`src/rtl/request_arb_unit_if.sv`:
```
// Bus bundle between the CPU control path and the request arbiter: fetch/data
// request inputs, memory-side request outputs, status flags and FSM state.
interface request_arb_unit_if #(
    parameter int NCH = 2
);
    localparam int SEL_W = (NCH > 1) ? $clog2(NCH) : 1;

    // Handshake: a data requester holds dREN[c]/dWEN[c] from the ihit that captures
    // it until dhit is seen while dgrant[c]=1; dropping both early ends the grant.
    logic             iREN;
    logic [NCH-1:0]   dREN;
    logic [NCH-1:0]   dWEN;
    logic             ihit;
    logic             dhit;
    logic             halt;
    logic             imemREN;
    logic             dmemREN;
    logic             dmemWEN;
    logic [NCH-1:0]   dgrant;
    logic [SEL_W-1:0] dsel;
    logic             pc_wait;
    logic             halt_out;
    logic             dtimeout;
    logic [1:0]       dbg_state;

    modport master (
        output iREN, dREN, dWEN, ihit, dhit, halt,
        input  imemREN, dmemREN, dmemWEN, dgrant, dsel, pc_wait, halt_out, dtimeout, dbg_state
    );

    modport slave (
        input  iREN, dREN, dWEN, ihit, dhit, halt,
        output imemREN, dmemREN, dmemWEN, dgrant, dsel, pc_wait, halt_out, dtimeout, dbg_state
    );
endinterface

```
`src/rtl/request_arb_unit.sv`:
```
// Instruction-fetch plus NCH-channel round-robin data request unit with PC stall,
// halt drain and a per-grant watchdog that aborts stuck data requests.
module request_arb_unit #(
    parameter int NCH     = 2,
    parameter int TMO_W   = 8,
    parameter int TMO_MAX = 200
) (
    input logic               CLK,
    input logic               RST,
    request_arb_unit_if.slave bus
);
    localparam int SEL_W = (NCH > 1) ? $clog2(NCH) : 1;

    typedef enum logic [1:0] {S_IDLE, S_DREQ, S_HALTING, S_HALTED} state_t;

    state_t           r_state, w_state_nxt;
    logic [NCH-1:0]   r_pending, w_pending_nxt, w_set;
    logic [SEL_W-1:0] r_rr_ptr, w_rr_ptr_nxt;
    logic [SEL_W-1:0] r_gidx, w_gidx_nxt, w_pick, w_k;
    logic             r_gvld, w_gvld_nxt, w_pick_vld;
    logic [TMO_W-1:0] r_wdog, w_wdog_nxt;
    logic             r_halt, r_dtimeout, w_dtimeout_nxt;
    logic             w_done, w_abort, w_release;

    // First pending channel at or after the round-robin pointer, wrapping.
    always_comb begin
        w_pick     = '0;
        w_pick_vld = 1'b0;
        w_k        = '0;
        for (int i = 0; i < NCH; i++) begin
            w_k = SEL_W'((int'(r_rr_ptr) + i) % NCH);
            if (!w_pick_vld && r_pending[w_k]) begin
                w_pick_vld = 1'b1;
                w_pick     = w_k;
            end
        end
    end

    always_comb begin
        w_set     = bus.ihit ? (bus.dREN | bus.dWEN) : '0;
        // A requester that withdraws both strobes mid-grant counts as finished.
        w_done    = r_gvld & (bus.dhit | ~(bus.dREN[r_gidx] | bus.dWEN[r_gidx]));
        w_abort   = r_gvld & ~w_done & (r_wdog == TMO_W'(TMO_MAX - 1));
        w_release = w_done | w_abort;

        w_pending_nxt = r_pending | w_set;
        if (w_release) w_pending_nxt[r_gidx] = 1'b0;

        w_gvld_nxt     = r_gvld;
        w_gidx_nxt     = r_gidx;
        w_rr_ptr_nxt   = r_rr_ptr;
        w_wdog_nxt     = r_wdog;
        w_dtimeout_nxt = r_dtimeout;
        if (r_gvld) begin
            if (w_release) begin
                w_gvld_nxt     = 1'b0;
                w_wdog_nxt     = '0;
                w_rr_ptr_nxt   = (r_gidx == SEL_W'(NCH - 1)) ? '0 : r_gidx + 1'b1;
                w_dtimeout_nxt = r_dtimeout | w_abort;
            end else begin
                w_wdog_nxt = r_wdog + 1'b1;
            end
        end else if (w_pick_vld && (r_state != S_HALTED)) begin
            w_gvld_nxt = 1'b1;
            w_gidx_nxt = w_pick;
            w_wdog_nxt = '0;
        end

        w_state_nxt = r_state;
        if (r_state != S_HALTED) begin
            if (r_halt) begin
                w_state_nxt = (r_gvld || (|r_pending)) ? S_HALTING : S_HALTED;
            end else begin
                w_state_nxt = w_gvld_nxt ? S_DREQ : S_IDLE;
            end
        end
    end

    always_ff @(posedge CLK) begin
        if (RST) begin
            r_state    <= S_IDLE;
            r_pending  <= '0;
            r_rr_ptr   <= '0;
            r_gidx     <= '0;
            r_gvld     <= 1'b0;
            r_wdog     <= '0;
            r_halt     <= 1'b0;
            r_dtimeout <= 1'b0;
        end else begin
            r_state    <= w_state_nxt;
            r_pending  <= w_pending_nxt;
            r_rr_ptr   <= w_rr_ptr_nxt;
            r_gidx     <= w_gidx_nxt;
            r_gvld     <= w_gvld_nxt;
            r_wdog     <= w_wdog_nxt;
            r_halt     <= r_halt | bus.halt;
            r_dtimeout <= w_dtimeout_nxt;
        end
    end

    // Data owns the memory port whenever a grant is live, so fetch only issues in IDLE.
    assign bus.imemREN   = (r_state == S_IDLE) & bus.iREN & ~r_halt;
    assign bus.dgrant    = r_gvld ? (NCH'(1) << r_gidx) : '0;
    assign bus.dsel      = r_gvld ? r_gidx : '0;
    assign bus.dmemWEN   = r_gvld & bus.dWEN[r_gidx];
    assign bus.dmemREN   = r_gvld & bus.dREN[r_gidx] & ~bus.dWEN[r_gidx];
    assign bus.pc_wait   = (|r_pending) | (r_state == S_DREQ) | (r_state == S_HALTING);
    assign bus.halt_out  = (r_state == S_HALTED);
    assign bus.dtimeout  = r_dtimeout;
    assign bus.dbg_state = r_state;
endmodule

```
`src/flat_wrapper.sv`:
```
// flat-port wrapper written by rule: the top's interface ports become plain ports
module request_arb_unit_flat 
#(
    parameter int NCH     = 2,
    parameter int TMO_W   = 8,
    parameter int TMO_MAX = 200
)
  (CLK, RST, bus_iREN, bus_dREN, bus_dWEN, bus_ihit, bus_dhit, bus_halt, bus_imemREN, bus_dmemREN, bus_dmemWEN, bus_dgrant, bus_dsel, bus_pc_wait, bus_halt_out, bus_dtimeout, bus_dbg_state);
  request_arb_unit_if #(.NCH(NCH)) bus_i ();
  input logic CLK;
  input logic RST;
  input wire logic [$bits(bus_i.iREN)-1:0] bus_iREN;
  input wire logic [$bits(bus_i.dREN)-1:0] bus_dREN;
  input wire logic [$bits(bus_i.dWEN)-1:0] bus_dWEN;
  input wire logic [$bits(bus_i.ihit)-1:0] bus_ihit;
  input wire logic [$bits(bus_i.dhit)-1:0] bus_dhit;
  input wire logic [$bits(bus_i.halt)-1:0] bus_halt;
  output wire logic [$bits(bus_i.imemREN)-1:0] bus_imemREN;
  output wire logic [$bits(bus_i.dmemREN)-1:0] bus_dmemREN;
  output wire logic [$bits(bus_i.dmemWEN)-1:0] bus_dmemWEN;
  output wire logic [$bits(bus_i.dgrant)-1:0] bus_dgrant;
  output wire logic [$bits(bus_i.dsel)-1:0] bus_dsel;
  output wire logic [$bits(bus_i.pc_wait)-1:0] bus_pc_wait;
  output wire logic [$bits(bus_i.halt_out)-1:0] bus_halt_out;
  output wire logic [$bits(bus_i.dtimeout)-1:0] bus_dtimeout;
  output wire logic [$bits(bus_i.dbg_state)-1:0] bus_dbg_state;
  assign bus_i.iREN = bus_iREN;
  assign bus_i.dREN = bus_dREN;
  assign bus_i.dWEN = bus_dWEN;
  assign bus_i.ihit = bus_ihit;
  assign bus_i.dhit = bus_dhit;
  assign bus_i.halt = bus_halt;
  assign bus_imemREN = bus_i.imemREN;
  assign bus_dmemREN = bus_i.dmemREN;
  assign bus_dmemWEN = bus_i.dmemWEN;
  assign bus_dgrant = bus_i.dgrant;
  assign bus_dsel = bus_i.dsel;
  assign bus_pc_wait = bus_i.pc_wait;
  assign bus_halt_out = bus_i.halt_out;
  assign bus_dtimeout = bus_i.dtimeout;
  assign bus_dbg_state = bus_i.dbg_state;
  request_arb_unit #(.NCH(NCH), .TMO_W(TMO_W), .TMO_MAX(TMO_MAX)) u_core (.CLK(CLK), .RST(RST), .bus(bus_i));
endmodule
```
`config.mk`:
```
export PLATFORM = sky130hd
export DESIGN_NAME = request_arb_unit_flat
export DESIGN_NICKNAME = d
export VERILOG_FILES = /design/src/rtl/request_arb_unit_if.sv /design/src/rtl/request_arb_unit.sv /design/src/flat_wrapper.sv
export SDC_FILE = /design/constraint.sdc
export NUM_CORES = 1
export LEC_CHECK = 0
export ABC_AREA = 1
export CAP_MARGIN = 20
export CORE_ASPECT_RATIO = 0.7
export CORE_UTILIZATION = 25
export CTS_CLUSTER_SIZE = 16
export DETAILED_ROUTE_END_ITERATION = 16
export MAX_ROUTING_LAYER = met4
export PLACE_DENSITY_LB_ADDON = 0.15
export SLEW_MARGIN = 15
export SYNTH_ARGS = -nofsm -noshare
export SYNTH_HDL_FRONTEND = slang
export SYNTH_SLANG_ARGS = --single-unit
```
`constraint.sdc`:
```
create_clock -name CLK -period 1.5 [get_ports CLK]
set_input_delay 0.15 -clock CLK [delete_from_list [all_inputs] [get_ports CLK]]
set_output_delay 0.15 -clock CLK [all_outputs]
set_load 0.02 [all_outputs]
```
==> impl_metrics.sql, run 1 <==
INSERT INTO impl_metrics (metric_group, metric, value, unit) VALUES
('clock_tree', 'worst_setup_hold_path_clk_slew', '0.07', 'ns'),
('clock_tree', 'numCtsBuffers', '3', ''),
('hold_path', 'hold_end', 'u_core.r_halt', ''),
('timing', 'layout_setup_ws', '0.0902', 'ns'),
('clock_tree', 'tritoncts', 'done', ''),
('clock_tree', 'holdBufCountCts', '0', ''),
('power', 'power_share_of_the_combinational_group', '24.5', '%'),
('floorplan', 'rows', '18', ''),
('placement', 'dpl_worst_slack', '-0.155', 'ns'),
('route', 'detail_route.drc_violations', '0', ''),
('yosys', 'ys_types', '18', ''),
('yosys', 'synthesis.yosys.warnings', '0', ''),
('timing', 'finalCriticalPeriod', '1.41', 'ns'),
('timing', 'grt_setup_unrepaired', 'yes', ''),
('hold_path', 'worst_min_path_class', 'in2reg', ''),
('yosys', 'synth_most_common_cell', 'sky130_fd_sc_hd__nand2_1', ''),
('floorplan', 'die_height', '53.4', 'um'),
('power', 'power_switching', '0.000362', 'W'),
('clock_tree', 'insertion_delay', '0.26', 'ns'),
('job', 'cap_violations', '0', ''),
('yosys', 'synthCells', '147', ''),
('route', 'wl_per_cell', '10.4', 'um'),
('power', 'share_seq_of_total_power', '43.7', '%'),
('yosys', 'syn-cell-area', '943', 'um^2'),
('timing', 'fmaxAchievable', '709', 'MHz'),
('timing', 'worst_hold_slack', '0.447', 'ns'),
('setup_path', 'crit_type', 'reg2out', ''),
('floorplan', 'dieWidth', '75.4', 'um'),
('clock_tree', 'post_cts_buffers', '0', ''),
('timing', 'fin_worst_skew', '0.00613', 'ns'),
('clock_tree', 'htree_num_levels', '1', ''),
('placement', 'dp_cells', '223', ''),
('route', 'routed_wl', '2360', 'um'),
('grt', 'overflow', '0', ''),
('timing', 'max_slew_margin', '77.8', '%'),
('power', 'internal_power', '0.000782', 'W'),
('yosys', 'syn_avg_cell_area', '6.42', 'um^2'),
('hold_path', 'hold_path_stages', '3', ''),
('route', 'final_antenna_net_count', '0', ''),
('route', 'drt_iter0_markers', '76', ''),
('yosys', 'synthesis.nets', '158', ''),
('finish', 'finalNonFillerCells', '227', ''),
('power', 'leakage_power_summed_over_all_cells', '0.590', 'nW'),
('timing', 'hold_violations', '0', ''),
('run_status', 'run_status', 'complete, no violations', ''),
('power', 'clock_power_share', '31.8', '%'),
('yosys', 'synth.top_cells.by_area', 'sky130_fd_sc_hd__dfxtp_1 36%, sky130_fd_sc_hd__nand2_1 14%, sky130_fd_sc_hd__nor2_1 9.2%, sky130_fd_sc_hd__inv_1 8.0%, sky130_fd_sc_hd__a21oi_1 6.9%', ''),
('power', 'switching_share', '31.7', '%'),
('grt', 'grt_first_pass_wirelength', '4100', 'um'),
('floorplan', 'floorplan.initialDensity', '26.5', '%'),
('hold_path', 'min_from', 'bus_halt', ''),
('setup_path', 'timing.critical_path.from_type', 'flop', ''),
('finish', 'finalCoreUtilization', '36.2', '%'),
('yosys', 'synth.top_cell.area_share', '36.1', '%'),
('timing', 'finalSetupViolations', '0', ''),
('grt', 'pin_count_of_the_biggest_net_entering_global_routing', '12', ''),
('finish', 'syn_to_final_growth', '36.6', '%'),
('finish', 'layout-drive-gt1-share', '17.5', '%'),
('power', 'irDropWorstVdd', '316', 'uV'),
('placement', 'globalplace.congestion', '0.826', ''),
('timing', 'totalNegativeSetupSlack', '0', 'ns'),
('yosys', 'synthTopCellsByCount', '34 x sky130_fd_sc_hd__nand2_1, 23 x sky130_fd_sc_hd__nor2_1, 20 x sky130_fd_sc_hd__inv_1', ''),
('setup_path', 'critical_path.reg2reg.endpoint', 'u_core.r_pending[1]', ''),
('setup_path', 'cp_max_fo', '3', ''),
('grt', 'number_of_antenna_violations_at_the_first_check_in_global_routing', '0', ''),
('yosys', 'synth_seq_cells', '17', ''),
('floorplan', 'ios', '21', ''),
('grt', 'track_usage', '14.7', '%'),
('setup_path', 'timing.reg2reg.worst_path_depth', '10', ''),
('yosys', 'post-synth-top-area-cell', 'sky130_fd_sc_hd__dfxtp_1', ''),
('route', 'avgViaCountPerCell', '4.37', '');
[what timing repair did]
action | in CTS | in global routing
gates cloned | 0 | 0
resized for setup | 8 | 6
endpoints found under the setup margin | 8 | 4
[stage by stage]
step	power [W]	instance area (um^2)
final	0.00114	1290
after global routing	0.00122	1290
after CTS	0.00116	1290
after detailed placement	0.000804	1250
after global placement	0.000804	1250
after floorplan	0.000674	943
[sequential cells by signal (all words and copies together), names as in the netlist]
signal,count
u_core.r_rr_ptr,1
u_core.bus.dbg_state,2
u_core.r_gvld,1
u_core.r_halt,1
u_core.r_pending,2
u_core.r_wdog,8
u_core.r_gidx,1
u_core.bus.dtimeout,1
[routing by layer]
metal  vias up  routed length (um)  GRT usage, %
li1        527                   -             -
met1       441                1330          20.0
met5         -                   0             -
met4         0                  38          5.56
met3         4                  94          4.57
met2        19                 894          20.1
[placed cells by master (no fill, tap or decap), types with 2 or more instances in the layout]
cell type and n:
sky130_fd_sc_hd__inv_1 20, sky130_fd_sc_hd__buf_4 9, sky130_fd_sc_hd__nand3_1 3, sky130_fd_sc_hd__o21ai_0 8
sky130_fd_sc_hd__clkbuf_8 3, sky130_fd_sc_hd__clkdlybuf4s50_1 12, sky130_fd_sc_hd__inv_2 4, sky130_fd_sc_hd__a21oi_1 13
sky130_fd_sc_hd__dfxtp_1 16, sky130_fd_sc_hd__nor2_2 2, sky130_fd_sc_hd__nand2_1 34, sky130_fd_sc_hd__nor2_1 22
sky130_fd_sc_hd__dlygate4sd2_1 6, sky130_fd_sc_hd__nand2_2 7, sky130_fd_sc_hd__clkbuf_2 2, sky130_fd_sc_hd__nand4_1 9
[power groups by stage]
stage / Clock (W) / Combinational [W] / Sequential, W
final: 0.000364 / 0.000280 / 0.000499
after global routing: 0.000402 / 0.000311 / 0.000503
after CTS: 0.000377 / 0.000283 / 0.000498
after detailed placement: 0 / 0.000296 / 0.000508
after global placement: 0 / 0.000295 / 0.000509
after floorplan: 0 / 0.000162 / 0.000511
[layout make-up]
type,count,area [um^2]
Sequential cell,17,342
Clock inverter,1,7.51
Multi-Input combinational cell,103,495
Timing Repair Buffer,29,250
Inverter,24,90.1
Clock buffer,3,41.3
Tap cell,50,62.6
Fill cell,397,2270
[critical path, stage by stage (launching register included)]
cell and delay [ns]:
sky130_fd_sc_hd__dfxtp_1 0.33, sky130_fd_sc_hd__nand2_1 0.12, sky130_fd_sc_hd__inv_2 0.05, sky130_fd_sc_hd__o21ai_0 0.14, sky130_fd_sc_hd__dlygate4sd2_1 0.35
[how the worst max path moves through the flow]
| stage | startpoint | end | slack (ns) |
|---|---|---|---|
| finish | u_core.bus.dbg_state[1] | bus_pc_wait | 0.09 |
| global route | u_core.r_wdog[0] | u_core.r_pending[1] | -0.01 |
| CTS | u_core.r_gidx | bus_dmemREN | 0.01 |
| detailed placement | bus_dWEN[1] | bus_dmemREN | -0.15 |
| global placement | bus_dREN[0] | bus_dmemREN | -0.13 |
| floorplan | u_core.bus.dbg_state[0] | u_core.r_wdog[6] | 0.23 |
[cells by family after synthesis]
kind of cell,Yosys count,synth area share [%]
AO/OA/AOI/OAI,22,11.9
AND/OR/NAND/NOR,79,38.1
adder cells (fa/ha/maj),1,1.33
buffers and inverters,27,11.7
XOR/XNOR,1,0.929
flip-flops,17,36.1
No activity file was read; power rests on OpenSTA's default activity.
==> run 2: changes to the inputs <==
--- a/config.mk
+++ b/config.mk
@@ -9,6 +9,7 @@
 export CAP_MARGIN = 20
 export CORE_ASPECT_RATIO = 0.7
 export CORE_UTILIZATION = 25
+export CTS_CLUSTER_DIAMETER = 80
 export CTS_CLUSTER_SIZE = 16
 export DETAILED_ROUTE_END_ITERATION = 16
 export MAX_ROUTING_LAYER = met4
==> results of run 2 <==
Same layout as run 1: the final DEF is identical, and so are final timing and power.
